===== config.mk =====
export PLATFORM = sky130hd
export DESIGN_NAME = led_pwm_fader
export DESIGN_NICKNAME = d
export VERILOG_FILES = /design/src/rtl/led_pwm_fader.sv
export SDC_FILE = /design/constraint.sdc
export NUM_CORES = 1
export LEC_CHECK = 0
export CORE_MARGIN = 5
export CORE_UTILIZATION = 30
export CTS_CLUSTER_SIZE = 28
export DETAILED_ROUTE_END_ITERATION = 6
export PLACE_DENSITY_LB_ADDON = 0.05
export SYNTH_ARGS = -nofsm -noshare
export SYNTH_HDL_FRONTEND = slang
export SYNTH_SLANG_ARGS = --single-unit

===== constraint.sdc =====
create_clock -name clk -period 1.95 [get_ports clk]
set_clock_uncertainty 0.05 [all_clocks]
set_input_delay 0.195 -clock clk [delete_from_list [all_inputs] [get_ports clk]]
set_output_delay 0.195 -clock clk [all_outputs]
set_load 0.05 [all_outputs]

===== src/rtl/led_pwm_fader.sv =====
// Latches an 8-bit LED pattern and drives eight PWM outputs. Each duty ramps
// toward full-on or full-off once per PWM period, so pattern changes fade.
module led_pwm_fader #(
  parameter int unsigned PRESCALE  = 235,
  parameter int unsigned FADE_STEP = 8
) (
  input  logic       clk,
  input  logic       rst,
  input  logic [7:0] value_in,
  input  logic       value_valid,
  output logic [7:0] led_out,
  output logic       settled,
  output logic [7:0] target_out
);

  localparam logic [15:0] PRESCALE_MAX = 16'(PRESCALE - 1);
  localparam logic [8:0]  STEP         = 9'(FADE_STEP);

  logic [15:0] prescale_q, prescale_d;
  logic [7:0]  phase_q, phase_d;
  logic [7:0]  duty_q [8];
  logic [7:0]  duty_d [8];
  logic [8:0]  duty_up [8];
  logic [8:0]  duty_dn [8];
  logic [7:0]  target_q, target_d;
  logic [7:0]  led_q, led_d;
  logic        settled_q, settled_d;
  logic        tick;
  logic        period_end;

  always_comb begin
    tick       = (prescale_q == PRESCALE_MAX);
    period_end = tick && (phase_q == 8'hFF);
    prescale_d = tick ? 16'd0 : prescale_q + 16'd1;
    phase_d    = tick ? phase_q + 8'd1 : phase_q;
    // A strobe on the period_end edge only updates target; the fade below
    // still reads target_q, so the new pattern applies from the next period.
    target_d   = value_valid ? value_in : target_q;
    led_d      = '0;
    settled_d  = 1'b1;
    for (int i = 0; i < 8; i++) begin
      duty_up[i] = {1'b0, duty_q[i]} + STEP;
      duty_dn[i] = {1'b0, duty_q[i]} - STEP;
      duty_d[i]  = duty_q[i];
      if (period_end) begin
        if (target_q[i]) begin
          duty_d[i] = (duty_up[i] > 9'd255) ? 8'hFF : duty_up[i][7:0];
        end else begin
          // Bit 8 set means the subtraction borrowed: clamp at zero.
          duty_d[i] = duty_dn[i][8] ? 8'h00 : duty_dn[i][7:0];
        end
      end
      led_d[i] = (duty_q[i] == 8'hFF) || (phase_q < duty_q[i]);
      if (duty_q[i] != (target_q[i] ? 8'hFF : 8'h00)) begin
        settled_d = 1'b0;
      end
    end
  end

  always_ff @(posedge clk) begin
    if (!rst) begin
      prescale_q <= '0;
      phase_q    <= '0;
      target_q   <= '0;
      led_q      <= '0;
      settled_q  <= 1'b1;
      for (int i = 0; i < 8; i++) begin
        duty_q[i] <= '0;
      end
    end else begin
      prescale_q <= prescale_d;
      phase_q    <= phase_d;
      target_q   <= target_d;
      led_q      <= led_d;
      settled_q  <= settled_d;
      for (int i = 0; i < 8; i++) begin
        duty_q[i] <= duty_d[i];
      end
    end
  end

  assign led_out    = led_q;
  assign settled    = settled_q;
  assign target_out = target_q;

endmodule


Word-level counts from Yosys, hierarchy flattened. Memories as Yosys holds them, arrays and structs flattened. Index checks and enable logic that the tools add are counted.

Register bits: 41. Memory bits (writable): 64. Output and inout port bits: 17. Word-level logic and storage cells: 135. Memories: 1.

Add/subtract/negate cells: 18. $lt $le $gt $ge: 16. Equality and inequality tests: 18. Mux-type cells: 58. Bitwise gates (word level): 9. Reductions and logical operators: 10.

Memory list: duty_q (depth 8, width 8, read ports 8, clocked after Yosys merged registers in 0, wr ports 8, line 21) `logic [7:0] duty_q [8];`.

Operators with widths (number): two-way mux 8 bit (48); adder 8 x 4 -> 9 bit (second input constant) (8); == test 8 bit (second input constant) (9); greater-than comparator 9 x 8 -> 1 bit (second input constant) (8); subtractor 8 x 4 -> 9 bit (second input constant) (8); less-than comparator 8 bit (8); inequality test 8 bit (8); adder 16 x 1 -> 16 bit (second input constant) (1); == test 16 x 8 -> 1 bit (second input constant) (1); two-way mux 1 bit (10); adder 8 x 1 -> 8 bit (second input constant) (1); logical OR 1 bit (8); bitwise OR 1 bit (8); OR reduction 2 bit (1); logical AND 1 bit (1); inverter 1 bit (1).

Depth between registers and ports, before layout. Gate-level depths: netlist of run 1.

Depth after elaboration: 10. Mapped depth: 10. Mapped depth without buffers: 8.

Worst setup path after synthesis of run 1. Ideal clock, no wire load.

Path type: register to register. Start point: reg prescale_q[0]. End point: mem duty_q[5][6] (netlist: duty_q[1][14]). Arrival: 1901 ps. Data required time: 1785 ps. Slack: -116 ps. Cell stages (with the launch flop): 11. Path through: dfxtp_1 > inv_1 > ha_1 > nor4bb_1 > and4_1 > buf_2 > nand4_1 > clkbuf_1 > clkbuf_1 > o21ai_0 > and2_1.

RTL lines: start: declaration (line 19) `logic [15:0] prescale_q, prescale_d;`; start signal: assignment (line 71) `prescale_q <= prescale_d;`; end: declaration (line 21).

==> results by group, run 1 <==
Yosys
  – Post-Syn Nets: 988
  – Synth top area cells: dfxtp_1, ha_1, o21ai_0
  – Post-synth top area share: 0.255
  – Synth Cell Area: 7000 sq um
  – Ys flop type: dfxtp_1
  – Fraction of registers with async set/reset: 0
  – Post-synth top area cell: dfxtp_1
  – Synth cell types: 66
  – Post-Syn Area per Cell: 7.83 sq um
  – Synth Instances: 894
  – Yosys warns: 0
  – Seq/Total Area, Yosys: 0.255
  – Synth Register Bits: 89
  – Number of synthesized flops with an enable pin: 0

Setup path
  – Critical path buffers and inverters: 0
  – Crit-path most repeated cell: or4_4
  – Kind of end point of the critical path: flip-flop
  – Crit path launch type: flip-flop
  – CP arrival: 2240 ps
  – Family with the most delay on the worst path: simple AND/OR/NAND/NOR gates
  – WP depth: 6
  – R2R cell count: 6
  – Critical path's largest stage delay: 560 ps
  – Req. time, crit path: 2150 ps
  – WS Path Type: flip-flop to flip-flop
  – Max FO, Critical Path: 2
  – Crit-path slowest cell: or4_4
  – Cell Chain, Critical Path: or4_4 -> nor2_4 -> or2_4 -> nand4_1 -> or4_4 -> o41ai_2

Die
  – Starting density of the core: 0.307
  – I/O pins: 28
  – # rows: 55
  – Die area: 26,500 sq um
  – Chip Width: 163 um
  – Overall die height: 163 um
  – Core box area: 22,800 sq um

STA
  – Final worst path period share: 1.04
  – Fmax: 491 MHz
  – Headroom to the max-slew limit: 0.658
  – RSZ-0062 raised after global routing: true
  – Final worst setup slack: -86.9 ps
  – Final Hold Violating Endpoints: 0
  – Slew @ Worst Pin: 512 ps
  – Max-slew violations: 0
  – Setup TNS: -372 ps
  – Min Clock Period, post-route: 2040 ps
  – Setup violations, final: 15

Power
  – Sequential group share of total power: 0.457
  – Maximum vdd drop: 0.322 mV
  – Total power: 4060 uW
  – Comb power frac: 0.077
  – Clock Power Share: 0.465
  – Leakage Power: 0.00388 uW
  – Sw Share: 0.244
  – P per Cell Area: 415 nW/um^2
  – P_int: 3070 uW
  – Net switching power: 991 uW

Worst hold path
  – Worst Hold Depth: 2
  – Hold crit path type: input port to flip-flop

Drt
  – DR iter-0 viols: 345
  – First drt pass iteration count: 5
  – WL met1: 10.9 mm
  – Routed vias/inst: 5.26
  – Per-cell routed wire length: 16.7 um
  – Routed WL: 22.9 mm
  – Vias after detailed routing: 7,228
  – Residual DRC count: 0
  – Antenna Nets Post-Route: 0
  – Highest routed layer: met4
  – Routed wl met2: 11.2 mm
  – Metal3 WL: 565 um

Final layout
  – Layout area overhead: 39.8%
  – # nets final: 1,150
  – Share of layout cells above drive strength 1: 0.303
  – Number of diodes: 0
  – Final Cell Area: 9780 sq um

Global route
  – Total gr overflow: 0
  – Vias in the first global route: 7,101
  – Global-route usage over all layers: 0.169
  – Largest net degree at the start of global routing: 43
  – First-pass GRT wire length: 36.6 mm
  – Antenna violations before repair: 0

Placement
  – Post-detail-place hpwl: 16.5 mm
  – Area after DPL: 8690 sq um
  – Setup WS pre-CTS: -233 ps
  – IO buf count: 27
  – Routability cong.: 0.842

CTS
  – Clock Latency Late Sink: 350 ps
  – CTS root buffer: clkbuf_16
  – CTS Buf Count: 9
  – Hold_buf cts: 0
  – CTS clk-pin slew, worst paths: 70 ps
  – Clk sink count: 89
  – Clock Tree Buf Depth: 2
  – TritonCTS clock tree: done
  – H-tree levels: 3

Run status
  – Status: finished, violations left
  – Failing checks: negative setup slack

Job
  – Number of max-cap violations: 0
==> layout make-up <==
cell class	count	area, sq um
Fill cell	2262	13000
Multi-Input combinational cell	684	5230
Timing Repair Buffer	212	1820
Sequential cell	89	1810
Tap cell	313	392
Clock buffer	13	270
Inverter	60	225
Clock inverter	3	47.5
==> cells by family after synthesis <==
logic type,Yosys count,share of synthesized area
simple gates,279,0.201
fa+ha+maj,84,0.150
buf+inv,121,0.0692
mux,10,0.0145
compound gates,273,0.263
flops,89,0.255
xor+xnor,38,0.0476
==> worst paths after layout <==
| path | start | end | slack [ps] |
|---|---|---|---|
| setup reg to reg | duty_q[1][11] | settled | -90 |
| hold reg to reg | prescale_q[7] | prescale_q[7] | 450 |
| hold / removal | rst | settled | 130 |
| setup / recovery | duty_q[1][11] | settled | -90 |
==> repair_timing <==
action,CTS,global route
resized for setup,60,109
buffers inserted,10,8
gates cloned,3,0
pin swaps,21,38
setup endpoints to repair,51,54
==> cell usage after synthesis, drive strengths merged (10+ instances only) <==
master,number
a21o,15
xnor2,23
nor3,22
a21oi,52
a31oi,22
xor2,15
nand2,53
buf,18
inv,60
ha,83
nand2b,10
and2,10
nand4,22
clkbuf,43
or3,10
nor2,67
a21boi,13
nand3,38
dfxtp,89
nor4,11
nor2b,15
o221a,17
o21ai,74
==> flip-flops by register name, indices dropped and copies added (netlist names) <==
| name | cells |
|---|---|
| prescale_q | 16 |
| target_out | 8 |
| led_out | 8 |
| phase_q | 8 |
| settled | 1 |
| duty_q | 48 |
==> power by group through the flow <==
stage          clock network, uW  registers, uW  logic, uW
2_1_floorplan                  0           1930        131
3_3_place_gp                   0           1900        295
3_5_place_dp                   0           1900        297
4_1_cts                     1970           1860        306
5_1_grt                     2060           1860        341
6_report                    1890           1860        315
==> placed cells by master (no fill, tap or decap), types with 10 or more instances in the layout <==
cell / Yosys / routed
a21o_1: 15 / 15
a21oi_1: 52 / 41
a31oi_1: 22 / 21
and2_1: 10 / 10
buf_4: 0 / 170
buf_6: 1 / 12
clkdlybuf4s50_1: 0 / 18
dfxtp_1: 89 / 72
dfxtp_2: 0 / 16
ha_1: 83 / 77
inv_1: 60 / 57
nand2_1: 53 / 50
nand3_1: 38 / 34
nand4_1: 22 / 22
nor2_1: 66 / 64
nor2b_1: 15 / 15
nor3_1: 22 / 19
o21ai_0: 74 / 48
o21ai_1: 0 / 13
o21ai_2: 0 / 12
o221a_2: 17 / 10
xnor2_1: 23 / 23
xor2_1: 15 / 15
==> per-stage QoR <==
step / hold slack, ps / cells / util
after detailed placement: 452 / 1341 / 0.382
after global routing: 149 / 1374 / 0.429
after CTS: 122 / 1368 / 0.410
final: 135 / 1374 / 0.429
after floorplan: 315 / 894 / -
after global placement: 412 / 1341 / 0.382
==> metal layers <==
metal  track usage  vias to the layer above
li1              -                     3610
met1         0.223                     3492
met2         0.290                      104
met3        0.0210                       22
met4        0.0518                        0
met5             0                        -
(Power assumes the default switching activity.)
==> run 2: changes to the inputs <==
--- a/config.mk
+++ b/config.mk
@@ -5,6 +5,7 @@
 export SDC_FILE = /design/constraint.sdc
 export NUM_CORES = 1
 export LEC_CHECK = 0
+export CORE_ASPECT_RATIO = 0.6
 export CORE_MARGIN = 5
 export CORE_UTILIZATION = 30
 export CTS_CLUSTER_SIZE = 28
==> run 2 against run 1 <==
  * The flow still finishes with violations (negative setup slack)
  * Sequential power hardly changed
  * Non-clock buffer count is 11 higher
  * Register-to-register slack worse by 90 ps
  * Final area is 0.72% higher
  * Critical path depth stayed put
  * Final cell count is 0.95% higher
  * Global-route usage is 0.17 points higher
  * Die area is 0.38% higher
  * Total power is 0.68% lower
  * Hold slack better by 110 ps
  * Sequential cell count stayed put
  * Critical path type unchanged
  * Largest cell class unchanged
  * Largest power group is now registers
==> results by group, run 2 (synthesized netlist as in run 1, its figures left out) <==
Placement
  – Routability cong.: 0.868 (was 0.842)
  – Placed cell count: 1,354 (was 1,341)
  – Post-detail-place hpwl: 16.9 mm (was 16.5 mm)
  – IO buf count: 27 (unchanged)

STA
  – Final Hold Violating Endpoints: 0 (unchanged)
  – Slew @ Worst Pin: 547 ps (was 512 ps)
  – Setup TNS: -1150 ps (was -372 ps)
  – Final worst setup slack: -181 ps (was -86.9 ps)
  – RSZ-0062 raised after global routing: true (unchanged)
  – Min Clock Period, post-route: 2130 ps (was 2040 ps)
  – Fmax: 469 MHz (was 491 MHz)
  – Headroom to the max-slew limit: 0.634 (was 0.658)
  – Setup violations, final: 22 (was 15)
  – Max-slew violations: 0 (unchanged)
  – Final worst path period share: 1.09 (was 1.04)
  – Final hold slack: 245 ps (was 135 ps)

Final layout
  – Registers with the most flip-flops: duty_q (48), prescale_q (16) (unchanged)
  – Number of diodes: 0 (unchanged)
  – Max FFs per register: 48 (unchanged)
  – Share of layout cells above drive strength 1: 0.299 (was 0.303)
  – Fillcell total: 2,303 (was 2,262)
  – Most common cell after layout, fill and taps aside: buf_4 (unchanged)
  – Biggest register: duty_q (unchanged)
  – Fin cells: 1,387 (was 1,374)
  – Commonest non-fill, non-tap cells in the layout: buf_4, ha_1, dfxtp_1 (unchanged)
  – # nets final: 1,161 (was 1,150)
  – Layout area overhead: 40.8% (was 39.8%)

Drt
  – Residual DRC count: 0 (unchanged)
  – Vias after detailed routing: 7,297 (was 7,228)
  – Per-cell routed wire length: 16.9 um (was 16.7 um)
  – Routed WL: 23.4 mm (was 22.9 mm)
  – First drt pass iteration count: 5 (unchanged)
  – Antenna Nets Post-Route: 0 (unchanged)
  – Routed vias/inst: 5.26 (about the same)
  – DR iter-0 viols: 502 (was 345)

CTS
  – Clock Tree Buf Depth: 2 (unchanged)
  – Clock Latency Late Sink: 360 ps (was 350 ps)
  – CTS Buf Count: 9 (unchanged)
  – CTS root buffer: clkbuf_16 (unchanged)
  – CTS clk-pin slew, worst paths: 70 ps (about the same)
  – H-tree levels: 3 (unchanged)
  – Clk sink count: 89 (unchanged)
  – TritonCTS clock tree: done (unchanged)
  – Hold_buf cts: 0 (unchanged)

Power
  – P_int: 3000 uW (was 3070 uW)
  – Sw Share: 0.255 (was 0.244)
  – Leakage Power: 0.00395 uW (was 0.00388 uW)
  – Clock Power Share: 0.461 (was 0.465)
  – P per Cell Area: 409 nW/um^2 (was 415 nW/um^2)
  – Net switching power: 1030 uW (was 991 uW)
  – Sequential group share of total power: 0.460 (was 0.457)
  – Comb power frac: 0.079 (was 0.077)
  – Maximum vdd drop: 0.466 mV (was 0.322 mV)

Die
  – Chip Width: 207 um (was 163 um)
  – I/O pins: 28 (unchanged)
  – Overall die height: 128 um (was 163 um)
  – Core box area: 23,000 sq um (was 22,800 sq um)
  – Starting density of the core: 0.304 (was 0.307)
  – Die area: 26,600 sq um (was 26,500 sq um)
  – # rows: 43 (was 55)

Setup path
  – CP arrival: 2360 ps (was 2240 ps)
  – Crit path launch type: flip-flop (unchanged)
  – Req. time, crit path: 2180 ps (was 2150 ps)
  – Max FO, Critical Path: 2 (unchanged)
  – Kind of end point of the critical path: flip-flop (unchanged)
  – WS Path Type: flip-flop to flip-flop (unchanged)
  – R2R cell count: 6 (unchanged)

Global route
  – Vias in the first global route: 6,821 (was 7,101)
  – Total gr overflow: 0 (unchanged)
  – Antenna violations before repair: 0 (unchanged)
  – Largest net degree at the start of global routing: 32 (was 43)
  – First-pass GRT wire length: 37.1 mm (was 36.6 mm)
  – Global-route usage over all layers: 0.171 (was 0.169)

Worst hold path
  – Hold crit path type: input port to flip-flop (unchanged)
  – Worst Hold Depth: 2 (unchanged)

Job
  – Number of max-cap violations: 0 (unchanged)

Run status
  – Failing checks: negative setup slack (unchanged)
  – Status: finished, violations left (unchanged)
## run 2: worst paths after layout
check                   to           from  slack (ps)
max reg2reg        settled  duty_q[1][11]        -180
min          target_out[1]            rst         240
min reg2reg  prescale_q[7]  prescale_q[7]         450
max                settled  duty_q[1][11]        -180
## run 2: area by class of cell
class                      count  area [sq um]  share of cell area
clock inverter                 5          62.6             0.00635
sequential                    89          1810               0.184
clock buffer                  11           243              0.0246
tap                          315           394              0.0400
inverter                      60           225              0.0229
multi-input combinational    684          5230               0.531
timing repair buffer         223          1890               0.192
## run 2: power groups by stage
stage / Clock [uW] / Sequential [uW] / Combinational [uW]
finish: 1860 / 1860 / 319
global route: 2020 / 1860 / 345
CTS: 1930 / 1860 / 313
detailed placement: 0 / 1900 / 304
global placement: 0 / 1900 / 303
floorplan: 0 / 1930 / 131
## run 2: per-stage QoR
step | total power (uW) | area [sq um] | util | worst slack [ps]
after floorplan | 2060 | 7020 | - | -23.5
after global placement | 2200 | 8770 | 0.381 | -302
after detailed placement | 2200 | 8770 | 0.381 | -323
after CTS | 4090 | 9350 | 0.406 | -153
after global routing | 4220 | 9850 | 0.428 | -228
final | 4030 | 9850 | 0.428 | -181
## run 2: routing by layer
| metal | global-route usage | wire (um) |
|---|---|---|
| met1 | 0.261 | 12600 |
| met2 | 0.251 | 9610 |
| met3 | 0.0296 | 926 |
| met4 | 0.0365 | 231 |
| met5 | 0 | 0 |
## run 2: repair_timing
item | 4_1_cts | 5_1_grt
buffers inserted | 6 | 11
pin swaps | 10 | 41
cloned | 1 | 2
resized for setup | 56 | 107
endpoints found under the setup margin | 53 | 53
## run 2: critical path: stages (launching register included)
cell and delay (ps):
dfxtp_2 320, or4_4 550, nor2_4 100, or2_1 120, nand4_1 190, or4_4 530
o41ai_2 190
==> run 3: changes to the inputs <==
==> constraint.sdc (replaced) <==
create_clock -name clk -period 2.7 [get_ports clk]
set_clock_uncertainty 0.05 [all_clocks]
set_input_delay 0.27 -clock clk [delete_from_list [all_inputs] [get_ports clk]]
set_output_delay 0.27 -clock clk [all_outputs]
set_load 0.05 [all_outputs]
==> run 3 against run 2 <==
  * Sequential share of layout area increased by 4.0 points
  * Via count decreased by 9.2%
  * The run now ends clean
  * Largest power group is now the clock network
  * Final area decreased by 19%
  * Register-to-register slack improved by 290 ps
  * Critical endpoint unchanged
==> results by group, run 3 (synthesized netlist as in run 1, its figures left out) <==
Final layout
  – Number of diodes: 0 (unchanged)
  – Biggest register: duty_q (unchanged)
  – Max FFs per register: 48 (unchanged)
  – Commonest non-fill, non-tap cells in the layout: dfxtp_1, ha_1, o21ai_0 (was buf_4, ha_1, dfxtp_1)
  – # nets final: 996 (was 1,161)
  – Most common cell after layout, fill and taps aside: dfxtp_1 (was buf_4)
  – Registers with the most flip-flops: duty_q (48), prescale_q (16) (unchanged)
  – Share of layout cells above drive strength 1: 0.0827 (was 0.299)
  – Fin cells: 1,222 (was 1,387)
  – Layout area overhead: 13.8% (was 40.8%)
  – Fillcell total: 2,501 (was 2,303)

Setup path
  – Cell Chain, Critical Path: nor3_1 -> nand2_1 -> o32ai_1 -> nand2_1 -> or4_1 -> o41ai_2 (was or4_4 -> nor2_4 -> or2_1 -> nand4_1 -> or4_4 -> o41ai_2)
  – Crit-path slowest cell: or4_1 (was or4_4)
  – WS Path Type: flip-flop to flip-flop (unchanged)
  – Req. time, crit path: 2920 ps (was 2180 ps)
  – Crit-path most repeated cell: nand2_1 (was or4_4)
  – Kind of end point of the critical path: flip-flop (unchanged)
  – Critical path buffers and inverters: 0 (unchanged)
  – CP arrival: 2810 ps (was 2360 ps)
  – Family with the most delay on the worst path: simple AND/OR/NAND/NOR gates (unchanged)
  – Critical path's largest stage delay: 630 ps (was 550 ps)
  – Crit path launch type: flip-flop (unchanged)
  – Max FO, Critical Path: 9 (was 2)

Drt
  – First drt pass iteration count: 7 (was 5)
  – Vias after detailed routing: 6,623 (was 7,297)
  – Routed WL: 21.4 mm (was 23.4 mm)
  – Per-cell routed wire length: 17.5 um (was 16.9 um)
  – Routed vias/inst: 5.42 (was 5.26)
  – Antenna Nets Post-Route: 0 (unchanged)
  – DR iter-0 viols: 548 (was 502)
  – Residual DRC count: 0 (unchanged)

Power
  – Clock Power Share: 0.473 (was 0.461)
  – Net switching power: 771 uW (was 1030 uW)
  – Leakage Power: 0.00299 uW (was 0.00395 uW)
  – Sw Share: 0.266 (was 0.255)
  – Sequential group share of total power: 0.467 (was 0.460)
  – P_int: 2130 uW (was 3000 uW)
  – Comb power frac: 0.060 (was 0.079)
  – Maximum vdd drop: 0.286 mV (was 0.466 mV)
  – P per Cell Area: 364 nW/um^2 (was 409 nW/um^2)

CTS
  – TritonCTS clock tree: done (unchanged)
  – Clk sink count: 89 (unchanged)
  – Hold_buf cts: 0 (unchanged)
  – Clock Tree Buf Depth: 2 (unchanged)
  – Clock Latency Late Sink: 370 ps (was 360 ps)
  – CTS root buffer: clkbuf_16 (unchanged)
  – Setup bufs post-CTS: 0 (was 6)
  – CTS Buf Count: 9 (unchanged)
  – CTS clk-pin slew, worst paths: 70 ps (about the same)
  – H-tree levels: 3 (unchanged)

STA
  – Slew @ Worst Pin: 628 ps (was 547 ps)
  – Min Clock Period, post-route: 2590 ps (was 2130 ps)
  – RSZ-0062 raised after global routing: false (was true)
  – Setup TNS: 0 ps (was -1150 ps)
  – Final worst setup slack: 113 ps (was -181 ps)
  – Final worst path period share: 0.958 (was 1.09)
  – Setup violations, final: 0 (was 22)
  – Fmax: 386 MHz (was 469 MHz)
  – Final Hold Violating Endpoints: 0 (unchanged)
  – Headroom to the max-slew limit: 0.577 (was 0.634)
  – Max-slew violations: 0 (unchanged)

Die
  – I/O pins: 28 (unchanged)
  – Die area: 26,600 sq um (unchanged)
  – # rows: 43 (unchanged)
  – Overall die height: 128 um (unchanged)
  – Chip Width: 207 um (unchanged)
  – Starting density of the core: 0.304 (unchanged)
  – Core box area: 23,000 sq um (unchanged)

Global route
  – Met3 GRT Util: 0.0352 (was 0.0296)
  – Grt met2 use: 0.227 (was 0.251)
  – Total gr overflow: 0 (unchanged)
  – First-pass GRT wire length: 34.8 mm (was 37.1 mm)
  – GR peak layer: met1 (unchanged)
  – Antenna violations before repair: 0 (unchanged)
  – Largest net degree at the start of global routing: 47 (was 32)
  – Global-route usage over all layers: 0.161 (was 0.171)
  – Vias in the first global route: 6,258 (was 6,821)
  – M1 GR Usage: 0.251 (was 0.261)

Placement
  – IO buf count: 27 (unchanged)
  – Setup WS pre-CTS: 73.1 ps (was -323 ps)
  – Post-detail-place hpwl: 15.5 mm (was 16.9 mm)
  – Routability cong.: 0.810 (was 0.868)
  – Placed cell count: 1,206 (was 1,354)

Worst hold path
  – Hold crit path type: input port to flip-flop (unchanged)

Run status
  – Status: finished clean (was finished, violations left)

Job
  – Number of max-cap violations: 0 (unchanged)
[run 3: cell count changes in the layout (fill, tap and decap cells not counted), moves of 12 or more]
cell	before	now
buf_4	178	30
dfxtp_2	16	0
buf_6	15	0
o221a_2	5	17
o21ai_0	57	74
o221a_4	12	0
dfxtp_1	71	89
[run 3: path summary, 6_finish.rpt]
check / from / to / slack (ps) / depth (start not counted)
setup / recovery: duty_q[0][5] / settled / 110 / 6
hold / removal: rst / settled / 370 / 3
setup reg to reg: duty_q[0][5] / settled / 110 / 6
hold reg to reg: prescale_q[0] / prescale_q[0] / 430 / 1
[run 3: worst register-to-register path: stages (launching register included)]
cell and delay (ps):
dfxtp_1 420, nor3_1 390, nand2_1 160, o32ai_1 450
nand2_1 180, or4_1 630, o41ai_2 230
[run 3: final cells by class]
cell class / count / area (sq um) / share of cell area
Timing Repair Buffer: 58 / 510 / 0.0641
Sequential cell: 89 / 1780 / 0.224
Inverter: 60 / 225 / 0.0283
Clock inverter: 7 / 85.1 / 0.0107
Multi-Input combinational cell: 684 / 4740 / 0.595
Tap cell: 315 / 394 / 0.0495
Clock buffer: 9 / 225 / 0.0283
[run 3: repair_timing]
item / CTS / global route
gates resized for setup: 0 / 1
setup endpoints to repair: 0 / 1
endpoints found under the hold margin: 0 / 0
[run 3: metrics by stage]
stage | utilization | total power [uW] | hold WS, ps | cell area [sq um]
floorplan | - | 1490 | 390 | 7000
global placement | 0.332 | 1560 | 413 | 7640
detailed placement | 0.332 | 1560 | 417 | 7640
CTS | 0.345 | 2960 | 365 | 7960
global route | 0.346 | 3030 | 392 | 7960
finish | 0.346 | 2900 | 373 | 7960
[run 3: power groups by stage]
stage | logic (uW) | clock network (uW) | registers, uW
6_report | 174 | 1370 | 1350
5_1_grt | 190 | 1480 | 1360
4_1_cts | 175 | 1430 | 1350
3_5_place_dp | 175 | 0 | 1380
3_3_place_gp | 173 | 0 | 1380
2_1_floorplan | 94.7 | 0 | 1390
[run 3: layer usage]
layer	up-vias	wire, um
met1	3147	11900
met3	16	901
li1	3292	-
met5	-	0
met2	168	8400
met4	0	178
